--- src/rtl/mux_select_arbiter.sv ---
// Round-robin owner of the one-hot mux select bus with a break-before-make gap.
// Optional forced release of long grants: define GRANT_TIMEOUT_EN.
module mux_select_arbiter #(
    parameter int NUM_REQ  = 2,
    parameter int ADDR_W   = 3,
    parameter int MAX_HOLD = 8
) (
    input  logic               clk,
    input  logic               reset,
    input  logic [NUM_REQ-1:0] REQ,
    input  logic [NUM_REQ-1:0] DONE,
    output logic [NUM_REQ-1:0] GNT,
    output logic [ADDR_W-1:0]  ADDR,
    output logic               BUSY,
    output logic               TIMEOUT
);

    localparam int IW = (NUM_REQ > 1) ? $clog2(NUM_REQ) : 1;
    localparam logic [IW:0] NR = (IW+1)'(NUM_REQ);

    typedef enum logic [1:0] {
        IDLE,
        GRANT,
        RELEASE
    } state_t;

    state_t state;
    logic [IW-1:0] ptr;
    logic [IW-1:0] owner;

    logic [NUM_REQ-1:0] rot;
    logic               pick_vld;
    logic [IW-1:0]      pick_off;
    logic [IW:0]        pick_sum;
    logic [IW-1:0]      pick_idx;
    logic [NUM_REQ-1:0] pick_oh;
    logic [IW:0]        nxt_sum;
    logic [IW-1:0]      nxt_ptr;
    logic               others;
    logic               hold_hit;
    logic               force_rel;
    logic               rel_now;

    // Requests rotated so bit 0 is the requester at the pointer.
    assign rot = NUM_REQ'({REQ, REQ} >> ptr);

    always_comb begin
        pick_vld = 1'b0;
        pick_off = '0;
        for (int k = NUM_REQ - 1; k >= 0; k--) begin
            if (rot[k]) begin
                pick_vld = 1'b1;
                pick_off = IW'(k);
            end
        end
    end

    assign pick_sum = {1'b0, ptr} + {1'b0, pick_off};
    assign pick_idx = (pick_sum >= NR) ? IW'(pick_sum - NR)
                                       : IW'(pick_sum);
    assign pick_oh  = NUM_REQ'(1) << pick_idx;

    assign nxt_sum = {1'b0, owner} + (IW+1)'(1);
    assign nxt_ptr = (nxt_sum >= NR) ? '0 : IW'(nxt_sum);

    assign others = |(REQ & ~(NUM_REQ'(1) << owner));

`ifdef GRANT_TIMEOUT_EN
    localparam int CW = (MAX_HOLD > 1) ? $clog2(MAX_HOLD) : 1;
    localparam logic [CW-1:0] HMAX = CW'(MAX_HOLD - 1);
    logic [CW-1:0] hold;
    assign hold_hit = (hold == HMAX);
`else
    logic unused_max_hold;
    assign unused_max_hold = (MAX_HOLD > 0);
    assign hold_hit = 1'b0;
`endif

    // A timeout only counts when the owner still wants the mux.
    assign force_rel = hold_hit && others && REQ[owner] && !DONE[owner];
    assign rel_now   = !REQ[owner] || DONE[owner] || force_rel;

    always_ff @(posedge clk) begin
        if (reset) begin
            state   <= IDLE;
            ptr     <= '0;
            owner   <= '0;
            GNT     <= '0;
            ADDR    <= '0;
            BUSY    <= 1'b0;
            TIMEOUT <= 1'b0;
`ifdef GRANT_TIMEOUT_EN
            hold    <= '0;
`endif
        end else begin
            TIMEOUT <= 1'b0;
            unique case (state)
                IDLE, RELEASE: begin
                    if (pick_vld) begin
                        owner <= pick_idx;
                        GNT   <= pick_oh;
                        ADDR  <= ADDR_W'(pick_oh);
                        BUSY  <= 1'b1;
                        state <= GRANT;
`ifdef GRANT_TIMEOUT_EN
                        hold  <= '0;
`endif
                    end else begin
                        state <= IDLE;
                    end
                end
                GRANT: begin
                    if (rel_now) begin
                        GNT     <= '0;
                        ADDR    <= '0;
                        BUSY    <= 1'b0;
                        ptr     <= nxt_ptr;
                        TIMEOUT <= force_rel;
                        state   <= RELEASE;
                    end
`ifdef GRANT_TIMEOUT_EN
                    else if (!hold_hit) begin
                        hold <= hold + CW'(1);
                    end
`endif
                end
                default: state <= IDLE;
            endcase
        end
    end

endmodule
--- config.mk ---
export PLATFORM = sky130hd
export DESIGN_NAME = mux_select_arbiter
export DESIGN_NICKNAME = d
export VERILOG_FILES = /design/src/rtl/mux_select_arbiter.sv
export SDC_FILE = /design/constraint.sdc
export NUM_CORES = 1
export LEC_CHECK = 0
export ABC_AREA = 1
export BUFFER_PORTS_ARGS = -buffer_cell sky130_fd_sc_hd__buf_2
export CAP_MARGIN = 20
export CORE_AREA = 2 2 39 41
export DETAILED_ROUTE_END_ITERATION = 7
export DIE_AREA = 0 0 41 43
export PLACE_DENSITY = 0.56
export SLEW_MARGIN = 15
export SYNTH_ARGS = -nofsm -noshare
export SYNTH_HDL_FRONTEND = slang
export SYNTH_SLANG_ARGS = --single-unit
export TNS_END_PERCENT = 1
--- constraint.sdc ---
create_clock -name clk -period 0.8 [get_ports clk]
set_input_delay 0.16 -clock clk [delete_from_list [all_inputs] [get_ports clk]]
set_output_delay 0.16 -clock clk [all_outputs]
set_load 0.05 [all_outputs]
==> impl.org <==
** Timing
- Setup repair after global routing could not meet its margin everywhere.
- Timing would allow up to 1090 MHz.
- The tightest hold path in the finished design has a slack of 146 ps.
- Setup violations remaining at the end of the flow were counted as 9.
- Final critical delay including setup and external delays :: 916 ps
- The max-slew violation count is 0.
- Adding up every negative setup slack in the final design gives -704 ps.
- Crit path setup slack, layout :: -116 ps
- Total count of hold-check failures in the final report :: 0
- In the finished design, the share of the clock period the worst path needs comes to 1.15.
- On the final layout, the worst clock skew is approximately 0.88 ps.

** Place
- In this run the tool buffered the top-level ports with 10 buffer cells.
- Final weighted congestion in routability-driven placement :: 0.686
- Summing all placed instances gives a cell area of approximately 380 um2.
- Summed over all nets, the half-perimeter wirelength after detailed placement is 461 um.

** Clocking
- The tree is rooted in a sky130_fd_sc_hd__clkbuf_4.
- TritonCTS clock tree :: built
- Worst-case clock buffer depth :: 2
- Post-CTS Setup Inserts :: 0
- After clock tree synthesis, the clock-pin slew on the worst setup and hold paths is about 50 ps.
- Once the clock tree was built, the resizer swapped 15 gates to a different size.
- CTS Buf Count :: 3
- Number of levels the H-tree was split into :: 1
- Number of hold buffers added after CTS :: 0
- Clk_lat worst skew :: roughly 250 ps
- The tree built by TritonCTS fans out to 7 sinks.

** Logic synthesis
- Asr flop ratio synth :: 0
- Portion of synthesized cell area occupied by the leading cell type :: 0.424
- In this run, synthesis inferred 0 flip-flops with an integrated enable.
- The share of the Yosys chip area taken by registers is 0.424.
- Cell area after synthesis :: about 330 um2
- Summed over all instances, the cell type with the most area after synthesis is sky130_fd_sc_hd__dfxtp_1.
- Library cells used by synthesis :: 11
- During synthesis, Yosys emitted a total of 0 warnings.
- After synthesis the netlist holds a flip-flop and latch count of 7.
- For this run, the leading register cell type out of synthesis is sky130_fd_sc_hd__dfxtp_1.
- Cell types with the highest counts after synthesis :: sky130_fd_sc_hd__nand2_1 (10), sky130_fd_sc_hd__dfxtp_1 (7), sky130_fd_sc_hd__inv_1 (7)
- Dividing the synthesized area by the synthesized cell count gives between 7 and 8 um2.
- By area the synthesized netlist is led by sky130_fd_sc_hd__dfxtp_1 (42%), sky130_fd_sc_hd__nand2_1 (11%), sky130_fd_sc_hd__buf_4 (9.1%).
- sky130_fd_sc_hd__nand2_1 is the most common cell in the netlist.
- In the synthesized netlist, the number of instances is 46.

** Routing
- Total vias in the final route :: 312
- Detailed router's first-iteration violation count :: 5
- In the routed design, unresolved DRC markers number 0.
- Routed wirelength normalized by instance count :: between 8 and 9 um
- The first TritonRoute pass finished after 3 iterations.
- Antenna-violating nets left :: 0
- Summed over all layers, the routed wires come to 649 um.
- Post-DR vias/cell :: 4.27

** Final layout
- At the end of the flow the core is filled with cells to 0.344.
- The area growth from synthesis to layout is 43.9%.
- Share of post-route cells with drive strength above 1 :: 0.474
- The final layout contains 64 nets.
- With fillers left out, the area of the finished cells amounts to 475 um2.
- Diodes inserted :: 0

** Floorplan
- Measured along the x axis, the die boundary spans just over 40 um.
- For this design the top-level I/O count stands at 13.
- Core area :: about 1400 um2
- Floorplan die height :: about 43 um
- Initial core utilization :: 0.239
- Row count :: 14
- The die covers 1760 um2.

** GRT
- Largest net degree at the start of global routing :: 7
- Across every metal layer, demand over resource in global routing totals 0.0866.
- The via count of the first global-routing pass was 287.
- Total gr overflow :: 0
- First-pass GRT wire length :: 1.01 mm
- The initial antenna violation count came to 0.

** Worst setup path
- Cell Chain, Critical Path :: buf_6
- Crit path max fanout :: 3
- STA classifies the critical path endpoint as an output port.
- Instance count on the critical path :: 1
- Cell family with the largest share of critical-path delay :: flip-flops
- Length in cells of the worst reg-to-reg path :: 5
- Data required time of the worst path :: approximately 640 ps
- Crit path launch type :: flip-flop
- The setup check on the worst reg-to-reg path leaves a slack of -50 ps.
- The startpoint identified for the worst register-to-register timing path is state[0].
- Kind of critical path :: reg2out
- Critical path arrival :: 760 ps
- In this design, the stage delay of the slowest critical-path cell is about 350 ps.
- Capture point of the worst path :: GNT[0]
- Cell with the largest stage delay on the worst path :: sky130_fd_sc_hd__dfxtp_4
- Critical Path Source :: ADDR[0]
- Critical register-to-register path endpoint :: ptr
- Critical path buffer and inverter count :: 1

** Power
- After layout, the design draws a total of between 0.9 and 1 mW.
- Worst vdd ir :: 0.740 mV
- In this run the static leakage power is 0.222 nW.
- Of the total power, the share spent switching nets is 0.332.
- Reg power frac :: 0.407
- Combinational fraction of design power :: 0.276
- Power density over cell area :: 2100 nW/um2
- Internal power :: ~0.67 mW
- The share of total power dissipated in the clock network is 0.317.
- In this run the power spent charging and discharging nets is 0.331 mW.

** Job
- Max-cap violations in this run came to 0.

** Run status
- Status :: complete, but fails checks
- Violated checks :: negative setup slack

** Min path
- Classification of the worst-slack hold path :: in2reg
## cells in the final DEF, fill, tap and decap left out, drive strengths merged
cell	count
a21oi	5
buf	10
clkbuf	4
conb	2
dfxtp	7
inv	8
nand2	10
nand3	4
nor2	7
## state kept, by name (all words and copies together), names as in the netlist
signal and count:
ADDR 2, BUSY 1, owner 1, ptr 1, state 2
## cells by family after synthesis
family / after synthesis / share of synthesized area
other: 1 / 0.0114
DFF: 7 / 0.424
AOI/OAI and AO/OA: 5 / 0.0757
buffers and inverters: 12 / 0.182
and+or+nand+nor: 21 / 0.307
## power groups by stage
stage / logic (mW) / clock network [mW] / registers, mW
CTS: 0.261 / 0.327 / 0.404
global route: 0.295 / 0.344 / 0.409
global placement: 0.225 / 0 / 0.403
finish: 0.275 / 0.315 / 0.406
floorplan: 0.145 / 0 / 0.450
detailed placement: 0.225 / 0 / 0.403
## routing by layer
layer	share of wire	global-route usage	vias to the layer above
li1	-	-	158
met4	0.022	0.0800	0
met1	0.42	0.101	146
met5	0	0	-
met3	0.026	0.0157	2
met2	0.53	0.125	6
## worst min-delay path by stage
| stage | startpoint | endpoint | slack [ps] | depth (start not counted) |
|---|---|---|---|---|
| 2_1_floorplan | reset | ADDR[1] | 220 | 1 |
| 3_3_place_gp | reset | ADDR[1] | 400 | 2 |
| 3_5_place_dp | reset | BUSY | 400 | 2 |
| 4_1_cts | reset | ADDR[1] | 140 | 2 |
| 5_1_grt | reset | state[0] | 160 | 2 |
| 6_report | reset | state[0] | 150 | 2 |
## per-stage QoR
step | std cells | setup WS, ps
after floorplan | 47 | -12.3
after global placement | 69 | -65.2
after detailed placement | 69 | -79.9
after CTS | 73 | -124
after global routing | 73 | -137
final | 73 | -116
## area by class of cell
type / count / area, um2
clock buffer: 4 / 26.3
fill: 150 / 908
inverter: 8 / 30.0
multi-input combinational: 28 / 163
sequential: 7 / 151
tap: 16 / 20.0
timing repair buffer: 10 / 85.1
Note: power is estimated with default switching activity, not from simulation.
